==> src/rtl/nn_pkg.sv <==
// Shared types for the MLP layer sequencer: data word, FSM state encoding and ReLU helper.
package nn_pkg;
    localparam int WORD_W = 32;

    typedef logic signed [WORD_W-1:0] word_t;

    typedef enum logic [2:0] {
        IDLE,
        ISSUE,
        CAPTURE,
        RELEASE,
        OUT
    } seq_state_t;

    // Negative words clamp to zero; non-negative words pass through untouched.
    function automatic word_t relu_word(input word_t w);
        return w[WORD_W-1] ? '0 : w;
    endfunction
endpackage

==> src/rtl/layer_sequencer_if.sv <==
// Bundle of the sequencer's input, output and product-unit handshakes.
// Valid/ready: a transfer occurs on a rising edge where valid && ready; the sender
// holds valid and data stable until that edge. mvp_start/mvp_done is level based.
interface layer_sequencer_if #(
    parameter int BIT_WIDTH = 32,
    parameter int DIM       = 5,
    parameter int SEL_W     = 2
);
    logic                           in_valid;
    logic                           in_ready;
    logic [DIM-1:0][BIT_WIDTH-1:0]  in_vec;
    logic                           out_valid;
    logic                           out_ready;
    logic [DIM-1:0][BIT_WIDTH-1:0]  out_vec;
    logic                           mvp_start;
    logic [DIM-1:0][BIT_WIDTH-1:0]  mvp_vec;
    logic [SEL_W-1:0]               layer_sel;
    logic                           mvp_done;
    logic [DIM-1:0][BIT_WIDTH-1:0]  mvp_result;

    modport slave (
        input  in_valid, in_vec, out_ready, mvp_done, mvp_result,
        output in_ready, out_valid, out_vec, mvp_start, mvp_vec, layer_sel
    );

    modport master (
        output in_valid, in_vec, out_ready, mvp_done, mvp_result,
        input  in_ready, out_valid, out_vec, mvp_start, mvp_vec, layer_sel
    );
endinterface

==> src/rtl/relu_vec.sv <==
// DIM-wide combinational ReLU; when en is low the vector passes through unchanged.
module relu_vec
    import nn_pkg::*;
#(
    parameter int BIT_WIDTH = WORD_W,
    parameter int DIM       = 5
) (
    input  logic                          en,
    input  logic [DIM-1:0][BIT_WIDTH-1:0] vec,
    output logic [DIM-1:0][BIT_WIDTH-1:0] res
);
    for (genvar i = 0; i < DIM; i++) begin : g_lane
        if (BIT_WIDTH == WORD_W) begin : g_pkg
            assign res[i] = en ? relu_word(vec[i]) : vec[i];
        end else begin : g_generic
            assign res[i] = (en && vec[i][BIT_WIDTH-1]) ? '0 : vec[i];
        end
    end
endmodule

==> src/rtl/layer_sequencer.sv <==
// Time-shares one DIM x DIM vector-matrix product unit across NUM_LAYERS dense layers,
// applying ReLU between layers and returning the last layer's vector.
module layer_sequencer
    import nn_pkg::*;
#(
    parameter int FRACTION_WIDTH = 15,
    parameter int BIT_WIDTH      = 32,
    parameter int DIM            = 5,
    parameter int NUM_LAYERS     = 3,
    parameter int RELU_LAST      = 0
) (
    input  logic               clk,
    input  logic               reset,
    layer_sequencer_if.slave   bus,
    output logic               busy,
    output logic [31:0]        cycle_count,
    output seq_state_t         state
);
    localparam int SEL_W = (NUM_LAYERS > 1) ? $clog2(NUM_LAYERS) : 1;
    localparam logic [SEL_W-1:0] LAST_SEL = SEL_W'(NUM_LAYERS - 1);

    if (FRACTION_WIDTH >= BIT_WIDTH) begin : g_bad_frac
        $error("FRACTION_WIDTH must be smaller than BIT_WIDTH");
    end

    logic                          in_ready_q;
    logic                          out_valid_q;
    logic                          mvp_start_q;
    logic [SEL_W-1:0]              sel_q;
    logic [DIM-1:0][BIT_WIDTH-1:0] act_reg;
    logic [DIM-1:0][BIT_WIDTH-1:0] relu_out;
    logic [31:0]                   run_cnt;
    logic [31:0]                   run_next;
    logic                          relu_en;

    // The final layer skips ReLU unless RELU_LAST asks for it.
    assign relu_en  = (sel_q != LAST_SEL) || (RELU_LAST != 0);
    assign run_next = (run_cnt == 32'hFFFF_FFFF) ? run_cnt : run_cnt + 32'd1;

    relu_vec #(
        .BIT_WIDTH (BIT_WIDTH),
        .DIM       (DIM)
    ) u_relu (
        .en  (relu_en),
        .vec (bus.mvp_result),
        .res (relu_out)
    );

    always_ff @(posedge clk) begin
        if (reset) begin
            state       <= IDLE;
            in_ready_q  <= 1'b1;
            out_valid_q <= 1'b0;
            mvp_start_q <= 1'b0;
            sel_q       <= '0;
            act_reg     <= '0;
            run_cnt     <= '0;
            cycle_count <= '0;
        end else begin
            case (state)
                IDLE: begin
                    if (bus.in_valid) begin
                        act_reg     <= bus.in_vec;
                        sel_q       <= '0;
                        run_cnt     <= '0;
                        in_ready_q  <= 1'b0;
                        mvp_start_q <= 1'b1;
                        state       <= ISSUE;
                    end
                end
                ISSUE: begin
                    run_cnt <= run_next;
                    if (bus.mvp_done) begin
                        mvp_start_q <= 1'b0;
                        state       <= CAPTURE;
                    end
                end
                CAPTURE: begin
                    run_cnt <= run_next;
                    act_reg <= relu_out;
                    state   <= RELEASE;
                end
                RELEASE: begin
                    run_cnt <= run_next;
                    // A done left high from this layer must clear before the next start.
                    if (!bus.mvp_done) begin
                        if (sel_q == LAST_SEL) begin
                            out_valid_q <= 1'b1;
                            cycle_count <= run_next;
                            state       <= OUT;
                        end else begin
                            sel_q       <= sel_q + 1'b1;
                            mvp_start_q <= 1'b1;
                            state       <= ISSUE;
                        end
                    end
                end
                OUT: begin
                    if (bus.out_ready) begin
                        out_valid_q <= 1'b0;
                        in_ready_q  <= 1'b1;
                        state       <= IDLE;
                    end
                end
                default: begin
                    state <= IDLE;
                end
            endcase
        end
    end

    assign bus.in_ready  = in_ready_q;
    assign bus.out_valid = out_valid_q;
    assign bus.out_vec   = act_reg;
    assign bus.mvp_start = mvp_start_q;
    assign bus.mvp_vec   = act_reg;
    assign bus.layer_sel = sel_q;
    assign busy          = (state != IDLE);
endmodule

==> src/flat_wrapper.sv <==
// flat-port wrapper written by rule: the top's interface ports become plain ports
module layer_sequencer_flat import nn_pkg::*;
#(
    parameter int FRACTION_WIDTH = 15,
    parameter int BIT_WIDTH      = 32,
    parameter int DIM            = 5,
    parameter int NUM_LAYERS     = 3,
    parameter int RELU_LAST      = 0
)
  (clk, reset, busy, cycle_count, state, bus_in_valid, bus_in_vec, bus_out_ready, bus_mvp_done, bus_mvp_result, bus_in_ready, bus_out_valid, bus_out_vec, bus_mvp_start, bus_mvp_vec, bus_layer_sel);
  layer_sequencer_if #(.BIT_WIDTH(BIT_WIDTH), .DIM(DIM)) bus_i ();
  input  logic clk;
  input  logic reset;
  output logic busy;
  output logic [31:0] cycle_count;
  output seq_state_t state;
  input wire logic [$bits(bus_i.in_valid)-1:0] bus_in_valid;
  input wire logic [$bits(bus_i.in_vec)-1:0] bus_in_vec;
  input wire logic [$bits(bus_i.out_ready)-1:0] bus_out_ready;
  input wire logic [$bits(bus_i.mvp_done)-1:0] bus_mvp_done;
  input wire logic [$bits(bus_i.mvp_result)-1:0] bus_mvp_result;
  output wire logic [$bits(bus_i.in_ready)-1:0] bus_in_ready;
  output wire logic [$bits(bus_i.out_valid)-1:0] bus_out_valid;
  output wire logic [$bits(bus_i.out_vec)-1:0] bus_out_vec;
  output wire logic [$bits(bus_i.mvp_start)-1:0] bus_mvp_start;
  output wire logic [$bits(bus_i.mvp_vec)-1:0] bus_mvp_vec;
  output wire logic [$bits(bus_i.layer_sel)-1:0] bus_layer_sel;
  assign bus_i.in_valid = bus_in_valid;
  assign bus_i.in_vec = bus_in_vec;
  assign bus_i.out_ready = bus_out_ready;
  assign bus_i.mvp_done = bus_mvp_done;
  assign bus_i.mvp_result = bus_mvp_result;
  assign bus_in_ready = bus_i.in_ready;
  assign bus_out_valid = bus_i.out_valid;
  assign bus_out_vec = bus_i.out_vec;
  assign bus_mvp_start = bus_i.mvp_start;
  assign bus_mvp_vec = bus_i.mvp_vec;
  assign bus_layer_sel = bus_i.layer_sel;
  layer_sequencer #(.FRACTION_WIDTH(FRACTION_WIDTH), .BIT_WIDTH(BIT_WIDTH), .DIM(DIM), .NUM_LAYERS(NUM_LAYERS), .RELU_LAST(RELU_LAST)) u_core (.clk(clk), .reset(reset), .bus(bus_i), .busy(busy), .cycle_count(cycle_count), .state(state));
endmodule
==> config.mk <==
export PLATFORM = sky130hd
export DESIGN_NAME = layer_sequencer_flat
export DESIGN_NICKNAME = d
export VERILOG_FILES = /design/src/rtl/nn_pkg.sv /design/src/rtl/layer_sequencer_if.sv /design/src/rtl/relu_vec.sv /design/src/rtl/layer_sequencer.sv /design/src/flat_wrapper.sv
export SDC_FILE = /design/constraint.sdc
export NUM_CORES = 1
export LEC_CHECK = 0
export BUFFER_PORTS_ARGS = -buffer_cell sky130_fd_sc_hd__buf_2
export CAP_MARGIN = 20
export CORE_AREA = 2 2 264 266
export DETAILED_ROUTE_END_ITERATION = 16
export DIE_AREA = 0 0 266 268
export MAX_ROUTING_LAYER = met4
export SLEW_MARGIN = 10
export SYNTH_ARGS = -nofsm -noshare
export SYNTH_HDL_FRONTEND = slang
export SYNTH_HIERARCHICAL = 1
export SYNTH_SLANG_ARGS = --single-unit
==> constraint.sdc <==
create_clock -name clk -period 4.8 [get_ports clk]
set_input_delay 0.24 -clock clk [delete_from_list [all_inputs] [get_ports clk]]
set_output_delay 0.24 -clock clk [all_outputs]
set_load 0.02 [all_outputs]
# After elaboration in Yosys (flattened, before gate mapping)

Index checks and enable logic that the tools add are counted.

Bits in registers: 232
Bits in latches: 0
Bits in writable memories: 0
Memory bits (read-only): 0
Bits of input ports: 325
Output and inout bits: 361
Memories: 0

Add/subtract/negate cells: 2
Multipliers: 0
Div/mod/pow operators: 0
Magnitude comparators: 0
Equal/unequal tests: 13
Shifts and indexed selects: 0
Muxes and demuxes: 37
Bitwise logic cells: 1
Reductions and logical operators: 17

Operator list:

| kind                    | count |
|---|---|
| $pmux W160 S2           | 1 |
| $mux W32                | 7 |
| $mux W160               | 1 |
| $mux W31                | 5 |
| $pmux W32 S2            | 1 |
| $add A32 B1 Y32 const B | 1 |
| $eq A32 B32 Y1 const B  | 1 |
| $mux W3                 | 5 |
| $pmux W3 S5             | 1 |
| $ne A2 B2 Y1 const B    | 6 |
| $reduce_and A4 Y1       | 3 |
| $reduce_bool A2 Y1      | 5 |
| $mux W1                 | 9 |
| $eq A3 B2 Y1 const B    | 2 |
| $mux W2                 | 3 |
| $reduce_and A3 Y1       | 2 |
| $reduce_bool A3 Y1      | 2 |
| $reduce_and A5 Y1       | 1 |
| $pmux W1 S2             | 2 |
| $pmux W2 S2             | 1 |
| $reduce_and A2 Y1       | 2 |
| $eq A3 B1 Y1 const B    | 1 |
| $eq A3 B3 Y1 const B    | 1 |
| $logic_not A3 Y1        | 1 |
| 6 further kinds         | 6 |

# Logic depth before layout (Yosys ltp)

Depth in word-level cells: 4
Mapped depth: 9
Mapped depth without buffers: 8

# Hierarchy

Netlist, hierarchy kept.

Modules (own cells, without submodules):

| module          | instances | cells an instance | area an instance (µm²) |
|---|---|---|---|
| layer_sequencer | 1         | 1,325             | 11,753.8 |
| relu_vec        | 1         | 192               | 1,590.3 |

# Worst setup path after synthesis

Ideal clock, no wire load.

Path type: reg-to-reg
Start: reg u_core.run_cnt[18]
End: reg u_core.cycle_count[22]
Arrival: 2.125 ns
Slack: 2.589 ns
Cell stages (with the launch flop): 8
Buffers on the path: 1
Clock period less this slack: 2.211 ns
Cell sequence: dfxtp_1 > buf_2 > nand3_1 > or2_2 > o311ai_0 > nor2_1 > xnor2_1 > a211oi_1

Word-level cells in the longest chain between the ends: 2
Elaborated cells between the ends (all ways): 3
Classes of those cells: add/sub (1); eq/ne (1); mux (1)

RTL lines:

| what                                                     | RTL line              | RTL |
|---|---|---|
| from (decl)                                              | layer_sequencer.sv:32 | `logic [31:0] run_cnt;` |
| from (signal assigned)                                   | layer_sequencer.sv:72 | `run_cnt <= run_next;` |
| from (signal assigned)                                   | layer_sequencer.sv:79 | `run_cnt <= run_next;` |
| from (signal assigned)                                   | layer_sequencer.sv:84 | `run_cnt <= run_next;` |
| $add A32 B1 Y32 / $eq A32 B32 Y1 (equally long branches) | layer_sequencer.sv:38 | `assign run_next = (run_cnt == 32'hFFFF_FFFF) ? run_cnt : run_cnt + 32'd1;` |
| $mux W32 *                                               | layer_sequencer.sv:38 |  |
| to (signal assigned)                                     | layer_sequencer.sv:89 | `cycle_count <= run_next;` |
| to (decl)                                                | layer_sequencer.sv:16 | `output logic [31:0] cycle_count,` |

Every way passes the cells marked *; elsewhere a longest branch is shown, timed or not.
A chain may end at the register's enable or synchronous reset.

# Final worst setup path

Start: reg u_core.run_cnt[1]
End: reg u_core.run_cnt[5]

Word-level cells in the longest chain between the ends: 3
Elaborated cells between the ends (all ways): 4
Classes of those cells: add/sub (1); eq/ne (1); mux (2)

RTL lines:

| what                                                     | RTL line              | RTL |
|---|---|---|
| $add A32 B1 Y32 / $eq A32 B32 Y1 (equally long branches) | layer_sequencer.sv:38 |  |
| $mux W32 *                                               | layer_sequencer.sv:38 |  |
| $pmux W32 S2 *                                           | layer_sequencer.sv:60 | `case (state)` |

Marks and branches as above.

==> results.sh <==
export IMPL_status="complete, no violations"
export IMPL_p_clk_share_pct=36.9
export IMPL_end_kind="flip-flop"
export IMPL_grtUsageMet3_pct=4.94
export IMPL_crit_fanout=16
export IMPL_synthFlopType="dfxtp_1"
export IMPL_drc_errors=0
export IMPL_slew_headroom_pct=24.6
export IMPL_ys_async_sr_fraction_pct=0
export IMPL_drive_gt1_share_pct=37.7
export IMPL_cts_sinks=232
export IMPL_grtUsageTotal_pct=16.7
export IMPL_drt_initial_drc_count=984
export IMPL_hold_viol=0
export IMPL_hold_end="u_core/bus.mvp_vec[83]"
export IMPL_timing_fmax_mhz=347
export IMPL_dpl_hpwl_microns=46800
export IMPL_period_minus_slack_ns=2.89
export IMPL_clk_pin_slew_ns=0.06
export IMPL_power_switching_mw=2.11
export IMPL_layout_commonest_cell="buf_2"
export IMPL_gp_congestion=0.880
export IMPL_ioPinCount=686
export IMPL_cts_root_buf="clkbuf_16"
export IMPL_critPathLaunch="u_core/run_cnt[1]"
export IMPL_p_leak_nw=7.99
export IMPL_vias=13500
export IMPL_synth_warnings=6
export IMPL_cts_buffers=29
export IMPL_r2r_start="u_core/run_cnt[1]"
export IMPL_r2r_end="u_core/run_cnt[5]"
export IMPL_first_global_vias=12800
export IMPL_finalInstanceArea_sq_um=18700
export IMPL_cts_tree="built"
export IMPL_die_height_microns=268
export IMPL_tns_ns=0
export IMPL_h_tree_depth=1
export IMPL_top_usage_layer="met2"
export IMPL_irDropWorstVdd_uv=261
export IMPL_netlist_area_sq_um=13300
export IMPL_ys_top_cells_by_area="dfxtp_1 35%, mux2i_1 12%, a211oi_1 10%, buf_4 9.0%, nor2_1 6.0%"
export IMPL_switching_share_pct=34.6
export IMPL_setup_violations_final=0
export IMPL_synth_seq_cells=232
export IMPL_cap_violations=0
export IMPL_start_util_pct=19.6
export IMPL_synthCells=1517
export IMPL_arrival_ns=3.38
export IMPL_hp_class="in2reg"
export IMPL_hold_buffers=151
export IMPL_routed_wl_microns=62300
export IMPL_p_int_mw=3.99
export IMPL_drt_pass1_iter_count=5
export IMPL_synth_edf_count=0
export IMPL_p_per_area_nw_per_um2=327
export IMPL_rows=96
export IMPL_grt_use_met1_pct=18.3
export IMPL_finalClockSkew_ns=0.0125
export IMPL_ant_nets=0
export IMPL_synth_top_area_share_pct=34.8
export IMPL_cts_resized=0
export IMPL_coreArea_sq_um=68200
export IMPL_grt_use_met2_pct=27.2
export IMPL_critPathLaunchType="flip-flop"
export IMPL_insertion_delay_ns=0.59
export IMPL_r2r_slack_ns=1.91
export IMPL_grt_max_degree=125
export IMPL_hp_start="bus_in_vec[83]"
export IMPL_hold_depth=3
export IMPL_synthToLayoutAreaGrowth_pct=39.8
export IMPL_min_period_over_period_pct=60.1
export IMPL_slew_violations=0
export IMPL_fillers=7374
export IMPL_viasPerCell=4.49
export IMPL_port_buffers=685
export IMPL_antenna_found_initial=0
export IMPL_dieWidth_microns=266
export IMPL_final_cell_mix="684 x buf_2, 232 x dfxtp_1, 213 x nor2_1"
export IMPL_combPwrFrac_pct=26.6
export IMPL_pwr_share_seq_pct=36.5
export IMPL_rsz0062_at_grt="false"
export IMPL_cp_required_ns=5.29
export IMPL_synthesis_nets=1844
export IMPL_nets=2427
export IMPL_path_class="reg2reg"
export IMPL_overflow=0
export IMPL_rr_worst_depth=7
export IMPL_postSynthAreaPerCell_sq_um=8.80
export IMPL_post_cts_repair_setup_buffers=0
export IMPL_ys_types=58
export IMPL_wl_per_cell_microns=20.8
export IMPL_placed_area_sq_um=16200
export IMPL_seq_area_frac_synth_pct=34.8
export IMPL_worstMarginPinSlew_ns=1.12
export IMPL_die_area_sq_um=71300
export IMPL_clockBufferDepth=3
export IMPL_synth_top_area_cell="dfxtp_1"
export IMPL_hold_slack_ns=0.0372
export IMPL_grt_pass1_wl_microns=86300
==> cell type report <==
class                      instances  area, sq um  area share, %
multi-input combinational        979         6790           36.4
antenna                            1         2.50         0.0134
clock buffer                      39          823           4.41
timing repair buffer             852         5120           27.4
sequential                       232         4640           24.9
tap                              882         1100           5.92
clock inverter                    13          146          0.785
inverter                           6         27.5          0.148
==> synth_stat cells (3+ instances only) <==
library cell / n
a31oi_1: 23
o21ai_0: 20
buf_8: 7
nand4_1: 9
a21boi_1: 63
nor2_1: 214
inv_1: 6
and4_1: 4
nand2_1: 36
nor2b_1: 6
a21boi_2: 32
buf_1: 14
nand3b_1: 4
a21boi_0: 60
or3_1: 8
xnor2_1: 14
nand3_1: 19
nor4_2: 3
buf_12: 4
a21oi_1: 28
buf_2: 10
and3_1: 8
dfxtp_1: 232
nor3_1: 16
nand2b_1: 7
a21o_1: 3
clkbuf_1: 95
o31ai_1: 4
xor2_1: 11
a211oi_1: 186
buf_4: 160
mux2i_1: 163
clkbuf_2: 9
or2_2: 3
a311oi_1: 5
==> flip-flops by register name, indices dropped and copies added, names as in the netlist <==
| register | count |
|---|---|
| u_core/bus.mvp_vec | 160 |
| u_core/bus.layer_sel | 2 |
| u_core/state | 3 |
| u_core/bus.out_valid | 1 |
| u_core/run_cnt | 32 |
| u_core/bus.mvp_start | 1 |
| u_core/cycle_count | 32 |
| u_core/bus.in_ready | 1 |
==> routing by layer <==
layer,vias to the layer above,share of wire [%]
met4,0,6.0
met1,6314,38
met2,603,47
met5,-,0
li1,6467,-
met3,108,8.7
==> worst max-delay path, stage by stage (launching register included) <==
cell	delay, ns
dfxtp_1	0.42
ha_1	0.27
nand2_1	0.12
or3_4	0.44
nor4_4	0.85
nor3_1	0.22
nand2b_1	0.20
a311oi_1	0.27
==> stage by stage <==
| stage | util (%) | instances | worst slack, ns | total power, mW |
|---|---|---|---|---|
| after floorplan | - | 1517 | 2.59 | 3.26 |
| after global placement | 23.7 | 2799 | 1.97 | 3.77 |
| after detailed placement | 23.7 | 2800 | 1.97 | 3.78 |
| after CTS | 27.3 | 3003 | 1.93 | 6.17 |
| after global routing | 27.3 | 3003 | 1.69 | 6.36 |
| final | 27.3 | 3004 | 1.91 | 6.10 |
==> how the worst max path moves through the flow <==
stage                             end  slack, ns  depth (start not counted)
2_1_floorplan  u_core/cycle_count[22]       2.59                          7
3_3_place_gp        u_core/run_cnt[5]       1.97                          6
3_5_place_dp        u_core/run_cnt[5]       1.97                          7
4_1_cts             u_core/run_cnt[5]       1.93                          7
5_1_grt             u_core/run_cnt[5]       1.69                          7
6_report            u_core/run_cnt[5]       1.91                          7
==> power by group through the flow <==
| stage | combinational, mW | sequential [mW] | clock, mW |
|---|---|---|---|
| 2_1_floorplan | 0.868 | 2.39 | 0 |
| 3_3_place_gp | 1.51 | 2.26 | 0 |
| 3_5_place_dp | 1.52 | 2.26 | 0 |
| 4_1_cts | 1.62 | 2.22 | 2.33 |
| 5_1_grt | 1.73 | 2.24 | 2.39 |
| 6_report | 1.63 | 2.23 | 2.25 |
==> cell families (layout without fill, tap and decap cells) <==
kind of cell | after synthesis | after routing | synth area share [%]
compound gates | 439 | 439 | 24.7
simple gates | 350 | 350 | 12.0
buf+inv | 306 | 910 | 14.4
flops | 232 | 232 | 34.8
mux | 163 | 163 | 12.2
xor+xnor | 25 | 25 | 1.64
fa+ha+maj | 2 | 2 | 0.187
other cells | 0 | 1 | 0
(Power assumes the default switching activity.)
